**src/rtl/alu_share_arbiter.sv**
```systemverilog
// -----------------------------------------------------------------------------
// alu_share_arbiter
//
// Shares one single-cycle ALU between two requesters. A granted request has its
// op/operands registered onto the ALU inputs (ISSUE). The ALU result is captured
// at the end of ISSUE and returned to the granted requester over a valid/ready
// response channel (RESP). Only one transaction is in flight at a time.
//
// Configuration macro:
//   ALU_ARB_ROUND_ROBIN_EN  defined   -> simultaneous requests alternate
//                           undefined -> fixed priority, requester 0 wins
//
// Ports:
//   clk, rst                    clock (rising edge), async active-high reset
//   reqN_valid / reqN_ready     request handshake (ready is combinational,
//                               only in IDLE, only for the granted requester)
//   reqN_op, reqN_a, reqN_b     operation code and operands
//   respN_valid / respN_ready   response handshake
//   respN_result                captured ALU result (same value on both ports)
//   alu_operation, alu_a, alu_b registered drive to the shared ALU
//   alu_result                  combinational ALU output
//   busy                        high whenever the FSM is not in IDLE
// -----------------------------------------------------------------------------
module alu_share_arbiter #(
    parameter int XLEN = 32,
    parameter int OPW  = 4
) (
    input  logic            clk,
    input  logic            rst,

    input  logic            req0_valid,
    output logic            req0_ready,
    input  logic [OPW-1:0]  req0_op,
    input  logic [XLEN-1:0] req0_a,
    input  logic [XLEN-1:0] req0_b,

    input  logic            req1_valid,
    output logic            req1_ready,
    input  logic [OPW-1:0]  req1_op,
    input  logic [XLEN-1:0] req1_a,
    input  logic [XLEN-1:0] req1_b,

    output logic            resp0_valid,
    input  logic            resp0_ready,
    output logic [XLEN-1:0] resp0_result,

    output logic            resp1_valid,
    input  logic            resp1_ready,
    output logic [XLEN-1:0] resp1_result,

    output logic [OPW-1:0]  alu_operation,
    output logic [XLEN-1:0] alu_a,
    output logic [XLEN-1:0] alu_b,
    input  logic [XLEN-1:0] alu_result,

    output logic            busy
);

    localparam logic [1:0] ST_IDLE  = 2'd0;
    localparam logic [1:0] ST_ISSUE = 2'd1;
    localparam logic [1:0] ST_RESP  = 2'd2;

    logic [1:0]      state_q,  state_d;
    logic            grant_q,  grant_d;   // index of the requester being served
    logic [OPW-1:0]  alu_op_q, alu_op_d;
    logic [XLEN-1:0] alu_a_q,  alu_a_d;
    logic [XLEN-1:0] alu_b_q,  alu_b_d;
    logic [XLEN-1:0] result_q, result_d;

    logic            grant_any;           // a grant happens this cycle
    logic            grant_idx;           // which requester wins it

    // ---------------------------------------------------------------------
    // Arbitration
    // ---------------------------------------------------------------------
`ifdef ALU_ARB_ROUND_ROBIN_EN
    // rr_q names the requester that wins the next tie; it always points at
    // the requester that was not granted most recently.
    logic rr_q, rr_d;

    always_comb begin
        grant_idx = (req0_valid && req1_valid) ? rr_q : req1_valid;
    end

    always_comb begin
        rr_d = rr_q;
        if (grant_any) begin
            rr_d = ~grant_idx;
        end
    end

    always_ff @(posedge clk or posedge rst) begin
        if (rst) begin
            rr_q <= 1'b0;
        end else begin
            rr_q <= rr_d;
        end
    end
`else
    // Fixed priority: requester 1 is chosen only when requester 0 is idle.
    always_comb begin
        grant_idx = req1_valid && !req0_valid;
    end
`endif

    assign grant_any  = (state_q == ST_IDLE) && (req0_valid || req1_valid);
    assign req0_ready = grant_any && !grant_idx;
    assign req1_ready = grant_any &&  grant_idx;

    // ---------------------------------------------------------------------
    // Next-state logic
    // ---------------------------------------------------------------------
    always_comb begin
        // NOTE: every variable gets a hold value first so no path can infer a latch.
        state_d  = state_q;
        grant_d  = grant_q;
        alu_op_d = alu_op_q;
        alu_a_d  = alu_a_q;
        alu_b_d  = alu_b_q;
        result_d = result_q;

        case (state_q)
            ST_IDLE: begin
                if (grant_any) begin
                    state_d  = ST_ISSUE;
                    grant_d  = grant_idx;
                    alu_op_d = grant_idx ? req1_op : req0_op;
                    alu_a_d  = grant_idx ? req1_a  : req0_a;
                    alu_b_d  = grant_idx ? req1_b  : req0_b;
                end
            end
            ST_ISSUE: begin
                // ALU inputs have been stable for the whole cycle; sample it.
                result_d = alu_result;
                state_d  = ST_RESP;
            end
            ST_RESP: begin
                if (grant_q ? resp1_ready : resp0_ready) begin
                    state_d = ST_IDLE;
                end
            end
            default: begin
                state_d = ST_IDLE;
            end
        endcase
    end

    // ---------------------------------------------------------------------
    // State registers
    // ---------------------------------------------------------------------
    always_ff @(posedge clk or posedge rst) begin
        // NOTE: datapath registers are reset too, because the ALU inputs and the
        // result are visible on ports and must read 0 out of reset.
        if (rst) begin
            state_q  <= ST_IDLE;
            grant_q  <= 1'b0;
            alu_op_q <= '0;
            alu_a_q  <= '0;
            alu_b_q  <= '0;
            result_q <= '0;
        end else begin
            // NOTE: non-blocking assignments so every flop samples pre-edge values.
            state_q  <= state_d;
            grant_q  <= grant_d;
            alu_op_q <= alu_op_d;
            alu_a_q  <= alu_a_d;
            alu_b_q  <= alu_b_d;
            result_q <= result_d;
        end
    end

    // ---------------------------------------------------------------------
    // Outputs
    // ---------------------------------------------------------------------
    assign alu_operation = alu_op_q;
    assign alu_a         = alu_a_q;
    assign alu_b         = alu_b_q;

    assign resp0_valid   = (state_q == ST_RESP) && !grant_q;
    assign resp1_valid   = (state_q == ST_RESP) &&  grant_q;
    assign resp0_result  = result_q;
    assign resp1_result  = result_q;

    assign busy          = (state_q != ST_IDLE);

endmodule

```
**config.mk**
```make
export PLATFORM = sky130hd
export DESIGN_NAME = alu_share_arbiter
export DESIGN_NICKNAME = d
export VERILOG_FILES = /design/src/rtl/alu_share_arbiter.sv
export SDC_FILE = /design/constraint.sdc
export NUM_CORES = 1
export LEC_CHECK = 0
export CAP_MARGIN = 20
export CORE_AREA = 2 2 119 121
export CTS_CLUSTER_DIAMETER = 40
export CTS_CLUSTER_SIZE = 28
export DETAILED_ROUTE_END_ITERATION = 10
export DIE_AREA = 0 0 121 123
export DONT_BUFFER_PORTS = 1
export PLACE_DENSITY = 0.54
export REMOVE_ABC_BUFFERS = 1
export SKIP_LAST_GASP = 1
export SLEW_MARGIN = 40
export SYNTH_ARGS = -nofsm -noshare
export SYNTH_HDL_FRONTEND = slang
export SYNTH_SLANG_ARGS = --single-unit
```
**constraint.sdc**
```tcl
create_clock -name clk -period 3.45 [get_ports clk]
set_input_delay 0.69 -clock clk [delete_from_list [all_inputs] [get_ports clk]]
set_output_delay 0.69 -clock clk [all_outputs]
set_load 0.05 [all_outputs]
```
### Word level (Yosys, flattened, before mapping)

Cells that the tools add are included.

* add/sub/neg operators: 0
* $mul: 0
* div/mod/pow operators: 0
* $lt $le $gt $ge: 0
* equal/unequal tests: 4
* shifts and indexed selects: 0
* mux-type cells: 7
* bitwise operators: 0
* reduce and logical (&&, ||, !) cells: 14

Operator list (count)
* $mux W32: 2
* $logic_and A1 B1 Y1: 6
* $pmux W2 S3: 1
* $mux W2: 2
* $mux W4: 1
* $ne A2 B2 Y1 const B: 2
* $reduce_and A2 Y1: 2
* $logic_not A1 Y1: 3
* $eq A2 B1 Y1 const B: 1
* $eq A2 B2 Y1 const B: 1
* $logic_not A2 Y1: 1
* $reduce_bool A2 Y1: 1
* $logic_or A1 B1 Y1: 1
* $mux W1: 1

* bits in registers: 103
* latch bits: 0
* RAM bits: 0
* ROM bits: 0
* output and inout bits: 137
* word-level logic and storage cells: 31
* memories: 0

### Longest topological paths before layout

Gate-level depths: netlist of run 1.

* depth after elaboration: 4
* mapped depth: 6

### Worst setup path after synthesis of run 1

No wires, ideal clock.

* path type: input port to output port
* from: in req0_valid
* to: out req0_ready
* arrival time: 1.573 ns
* path slack: 1.187 ns
* stages: 2
* cells stage by stage: nor3b_2 clkbuf_1

* cells in the longest elaborated chain, start to end: 4
* elaborated cells between the ends (all ways): 6
* those cells by class: reduce/logical: 6

Ends and longest elaborated chain
* from (decl): RTL line 31 `input logic req0_valid,`
* $logic_not A1 Y1: RTL line 102 `grant_idx = req1_valid && !req0_valid;`
* $logic_and A1 B1 Y1: RTL line 102
* $logic_not A1 Y1: RTL line 107 `assign req0_ready = grant_any && !grant_idx;`
* $logic_and A1 B1 Y1 (*): RTL line 107
* to (decl): RTL line 32 `output logic req0_ready,`

Mark *: on every way between the ends. The rest lies on a longest branch, timed or not.

### Worst setup path after layout of run 1

* from: reg state_q[0]
* to: out req1_ready

* cells in the longest elaborated chain, start to end: 3

Ends and longest elaborated chain
* from (decl): RTL line 63 `logic [1:0] state_q, state_d;`
* from (signal assigned): RTL line 163 `state_q <= state_d;`
* $logic_not A2 Y1: RTL line 106 `assign grant_any = (state_q == ST_IDLE) && (req0_valid || req1_valid);`
* $logic_and A1 B1 Y1: RTL line 106
* $logic_and A1 B1 Y1: RTL line 108 `assign req1_ready = grant_any && grant_idx;`
* to (decl): RTL line 38 `output logic req1_ready,`

Every way passes these cells.

==> results of run 1 <==
==> per-stage QoR <==
stage / area (µm²) / hold slack [ns] / utilization / cells
6_report: 4817 / 0.2980 / 0.3539 / 491
5_1_grt: 4817 / 0.3381 / 0.3539 / 491
4_1_cts: 4811 / 0.2999 / 0.3534 / 490
3_5_place_dp: 4528 / 0.5773 / 0.3327 / 475
3_3_place_gp: 4489 / 0.5549 / 0.3298 / 475
2_1_floorplan: 4140 / 0.5128 / - / 287
==> placed cells by master (no fill, tap or decap), drive strengths merged <==
cell type  synthesis  layout
a221o             68      68
a21oi              1       1
bufinv             0       1
clkinv             0       1
nand2b             2       2
o21ai              2       2
diode              0       1
mux2              33      33
and2              68      68
clkbuf            13      11
dfrtp            103     103
inv                4       4
nor2               4       4
nor3b              2       2
buf               44       8
clkinvlp           0       2
==> kinds of logic (layout without fill, tap and decap cells) <==
family,count (synthesis),count (layout)
buffers and inverters,61,27
AO/OA/AOI/OAI,71,71
AND/OR/NAND/NOR,76,76
flip-flops,103,103
multiplexers,33,33
other,0,1
==> layer usage <==
metal,part of all wire,wire (µm),GRT usage,vias to the layer above
met5,0.0011,13,0,-
met3,0.13,1541,0.07011,18
met2,0.52,6348,0.2721,205
met4,0.025,301,0.08285,2
met1,0.33,4014,0.1579,1370
li1,-,-,-,1156
==> worst max-delay path: cells and delay by family (launching register included) <==
| family | cells | cell delay, ns |
|---|---|---|
| buffers and inverters | 1 | 0.19 |
| flip-flops | 1 | 0.44 |
| AND/OR/NAND/NOR | 2 | 0.96 |
==> sequential cells by signal (all words and copies together) (netlist names) <==
register       cells
grant_q            1
state_q            2
alu_b             32
resp0_result      32
alu_a             32
alu_operation      4
==> area by class of cell <==
cell class / instances / area (µm²) / share of cell area
inverter: 4 / 17.52 / 0.003636
clock buffer: 11 / 232.7 / 0.04831
sequential: 103 / 2618 / 0.5434
tap: 180 / 225.2 / 0.04675
multi-input combinational: 180 / 1574 / 0.3268
clock inverter: 4 / 50.05 / 0.01039
timing repair buffer: 8 / 97.59 / 0.02026
antenna: 1 / 2.502 / 0.0005195
==> how the worst min path moves through the flow <==
stage	to	slack [ns]	cells after the start
final	alu_a[2]	0.30	1
after global routing	alu_a[2]	0.34	1
after CTS	alu_b[11]	0.30	1
after detailed placement	grant_q	0.58	2
after global placement	grant_q	0.55	2
after floorplan	grant_q	0.51	2
==> flow_metrics.tcl, run 1 <==
set metrics [dict create \
    dieArea_um2 14880 \
    fp.dieH_um 123 \
    synth_xor_area_frac 0 \
    synth_fa_ha_area_frac 0 \
    crit_arrival_ns 1.93 \
    hpwl_um 9319 \
    die_x_um 121 \
    synth_ff_type "dfrtp_1" \
    grt_pass1_wl_um 17270 \
    cts_setup_buffers 0 \
    period_needed_ns 2.624 \
    synth_top_area_cell "dfrtp_1" \
    grt_pass1_vias 2865 \
    netlist_area_um2 4494 \
    path_clk_slew_ns 0.07 \
    synth_most_common_cell "dfrtp_1" \
    finalSetupTns_ns 0 \
    drive_gt1_frac 0.3000 \
    tritoncts "yes" \
    ant_nets 0 \
    r2r_setup_slack_ns 1.22 \
    wl_per_cell_um 24.89 \
    finalWorstSetupSlack_ns 0.8258 \
    dr.pass1.iters 4 \
    timing.max_cap.violations 0 \
    clock_skew_ns 0.01008 \
    post-route-period-util 0.7607 \
    crit_path_max_incr_delay_ns 0.72 \
    r2r-end "alu_b[25]" \
    drc_errors 0 \
    row_count 43 \
    crit_required_ns 2.76 \
    synth_top_family_by_area "compound AO/OA/AOI/OAI gates" \
    pre_cts_ws_ns 1.171 \
    ys_seq_elements 103 \
    postSynthCellCount 344 \
    antenna_found_initial 2 \
    rsz0062_at_grt "no" \
    cts_made_buffers 9 \
    dr.first_iter.drc_count 137 \
    async_flop_share 1.000 \
    synth_common_cells "dfrtp_1, a221o_1, and2_1" \
    status "finished clean" \
    clk_latency_ns 0.34 \
    vias 2751 \
    grt_max_degree 55 \
    cts_max_level 3 \
    grt.total_usage 0.1565 \
    path_max_fanout 4 \
    synth_warnings 0 \
    crit_path_start "state_q[0]" \
    wl_um 12220 \
    cts_root_buf "clkbuf_16" \
    ys_types 16 \
    critical_path.slowest_cell "nor3b_4" \
    netlist_top_cells_area "dfrtp_1, a221o_1, and2_1" \
    max_freq_mhz 381.1 \
    path_cells "nor2_2 -> inv_2 -> nor3b_4" \
    fill_cells 1300 \
    relSlewSlack 0.4056 \
    ioPinCount 311 \
    hold_viol 0 \
    nets 480 \
    worstMarginPinSlew_ns 0.8884 \
    maxSlewViolCount 0 \
    synth_mux_area_frac 0.08268 \
    hold_path.class "input port to asynchronous set/reset pin" \
    start_util 0.3302 \
    r2r_cells 5 \
    setup_viol 0 \
    gr-total-overflow 0 \
    cts_hold_repair.buffers 0 \
    cts_resized 0 \
    r2r-start "state_q[0]" \
    ctsLongestPathBuffers 2 \
    clock-sinks 103 \
    area_growth_pct 7.183 \
    synth_compound_area_frac 0.1548 \
    gp_congestion 0.7215 \
    start_kind "flip-flop" \
    cp-end-kind "output pin" \
    synth_top_area_share 0.5735 \
    via_per_inst 5.603 \
    synth-simple-area-share 0.1069 \
    syn_avg_cell_area_um2 13.06 \
    synth_seq_area_share 0.5735 \
    synth-edff-count 0 \
    path_class "flip-flop to output pin" \
    io_buffer_count 0 \
    core_um2 13610 \
    cp-endpoint "req1_ready" \
]
Power of run 1 is not shown: default switching activity piles up to over one toggle a cycle in this logic, so the estimate is an artifact.
==> run 2: changes to the inputs <==
--- a/config.mk
+++ b/config.mk
@@ -12,7 +12,7 @@
 export DETAILED_ROUTE_END_ITERATION = 10
 export DIE_AREA = 0 0 121 123
 export DONT_BUFFER_PORTS = 1
-export PLACE_DENSITY = 0.54
+export PLACE_DENSITY = 0.52
 export REMOVE_ABC_BUFFERS = 1
 export SKIP_LAST_GASP = 1
 export SLEW_MARGIN = 40
==> constraint.sdc (replaced) <==
create_clock -name clk -period 2.62 [get_ports clk]
set_input_delay 0.524 -clock clk [delete_from_list [all_inputs] [get_ports clk]]
set_output_delay 0.524 -clock clk [all_outputs]
set_load 0.05 [all_outputs]
==> flow_metrics.tcl, run 2 (synthesis results as in run 1) <==
set metrics [dict create \
    wl_met1_um 4328 \
    antenna_found_initial 3 \
    start_util 0.3302 \
    path_max_fanout 24 \
    crit_path_start "state_q[0]" \
    dr.first_iter.drc_count 135 \
    r2r-end "alu_a[8]" \
    cp-end-kind "output pin" \
    layout_common_cells "dfrtp_1, and2_1, a221o_1" \
    r2r_setup_slack_ns 0.72 \
    dieArea_um2 14880 \
    grt_max_degree 104 \
    fin_area_um2 4853 \
    cts_resized 0 \
    ctsLongestPathBuffers 2 \
    crit_path_max_incr_delay_ns 0.44 \
    grt_pass1_vias 2821 \
    dr_wl_met3_um 1448 \
    path_cells "nor2_2 -> inv_2 -> nor3b_4 -> buf_12" \
    grt.total_usage 0.1534 \
    area_growth_pct 7.990 \
    cp.depth 4 \
    fill_cells 1297 \
    start_kind "flip-flop" \
    dr.pass1.iters 4 \
    hold_path.class "input port to asynchronous set/reset pin" \
    critical_path.slowest_cell "dfrtp_1" \
    cts_made_buffers 9 \
    clock-sinks 103 \
    final_common_cell "dfrtp_1" \
    gp_congestion 0.7247 \
    clk_latency_ns 0.34 \
    ant_nets 0 \
    worstMarginPinSlew_ns 0.7454 \
    drc_errors 0 \
    nets 484 \
    rsz0062_at_grt "no" \
    crit_required_ns 2.10 \
    ioPinCount 311 \
    timing.max_cap.violations 0 \
    relSlewSlack 0.5025 \
    wl_per_cell_um 24.39 \
    drive_gt1_frac 0.2984 \
    tritoncts "yes" \
    setup_viol 0 \
    maxSlewViolCount 0 \
    cts_max_level 3 \
    multi_input_area_um2 1572 \
    highest_layer "met5" \
    via_per_inst 5.404 \
    max_freq_mhz 442.8 \
    pre_cts_ws_ns 0.6855 \
    wl_um 12120 \
    wl_met2_um 6175 \
    cpLargestDelayFamily "simple AND/OR/NAND/NOR gates" \
    path_buf_inv 2 \
    r2r_cells 5 \
    row_count 43 \
    finalWorstSetupSlack_ns 0.3616 \
    placed_area_um2 4551 \
    vias 2686 \
    hold_viol 0 \
    status "finished clean" \
    period_needed_ns 2.258 \
    core_um2 13610 \
    path_class "flip-flop to output pin" \
    grt_pass1_wl_um 16940 \
    r2r-start "state_q[0]" \
    path_clk_slew_ns 0.07 \
    clock_skew_ns 0.009500 \
    cts_root_buf "clkbuf_16" \
    cts_hold_repair.buffers 0 \
    fp.dieH_um 123 \
    die_x_um 121 \
    post-route-period-util 0.8620 \
    gr-total-overflow 0 \
    cts_setup_buffers 0 \
    cp-endpoint "req1_ready" \
    io_buffer_count 0 \
    ff_latch_area_um2 2614 \
    finalSetupTns_ns 0 \
    hpwl_um 9006 \
    crit_arrival_ns 1.73 \
]
run 2: layout make-up:
cell class,count,share of cell area
diodes,2,0.001031
clock buffers,11,0.04795
clock inverters,5,0.01237
inverters,4,0.003609
multi-input cells,180,0.3238
flip-flops and latches,103,0.5385
well taps,180,0.04640
repair buffers,12,0.02630
run 2: per-layer routing:
layer	GRT usage	vias up
met4	0.04433	2
met2	0.2676	200
li1	-	1154
met3	0.07426	12
met5	0	-
met1	0.1652	1318
run 2: worst register-to-register path, cell delays in order (launching register included):
cell and delay [ns]:
dfrtp_1 0.44, nor2_2 0.23, inv_2 0.18, nor3b_4 0.29
buf_4 0.45, a221o_1 0.27
run 2: how the worst min path moves through the flow:
stage,start,to,slack [ns],cells after the start
2_1_floorplan,grant_q,grant_q,0.51,2
3_3_place_gp,grant_q,grant_q,0.55,2
3_5_place_dp,grant_q,grant_q,0.57,2
4_1_cts,rst,alu_a[30],0.21,2
5_1_grt,rst,alu_a[30],0.23,2
6_report,rst,alu_a[30],0.19,2
run 2: through the flow:
step	hold WS [ns]	util	std cells
global placement	0.5477	0.3320	479
floorplan	0.5128	-	287
detailed placement	0.5652	0.3343	479
CTS	0.2070	0.3558	495
finish	0.1885	0.3566	497
global route	0.2311	0.3566	497
Power of run 2 is left out for the same reason.
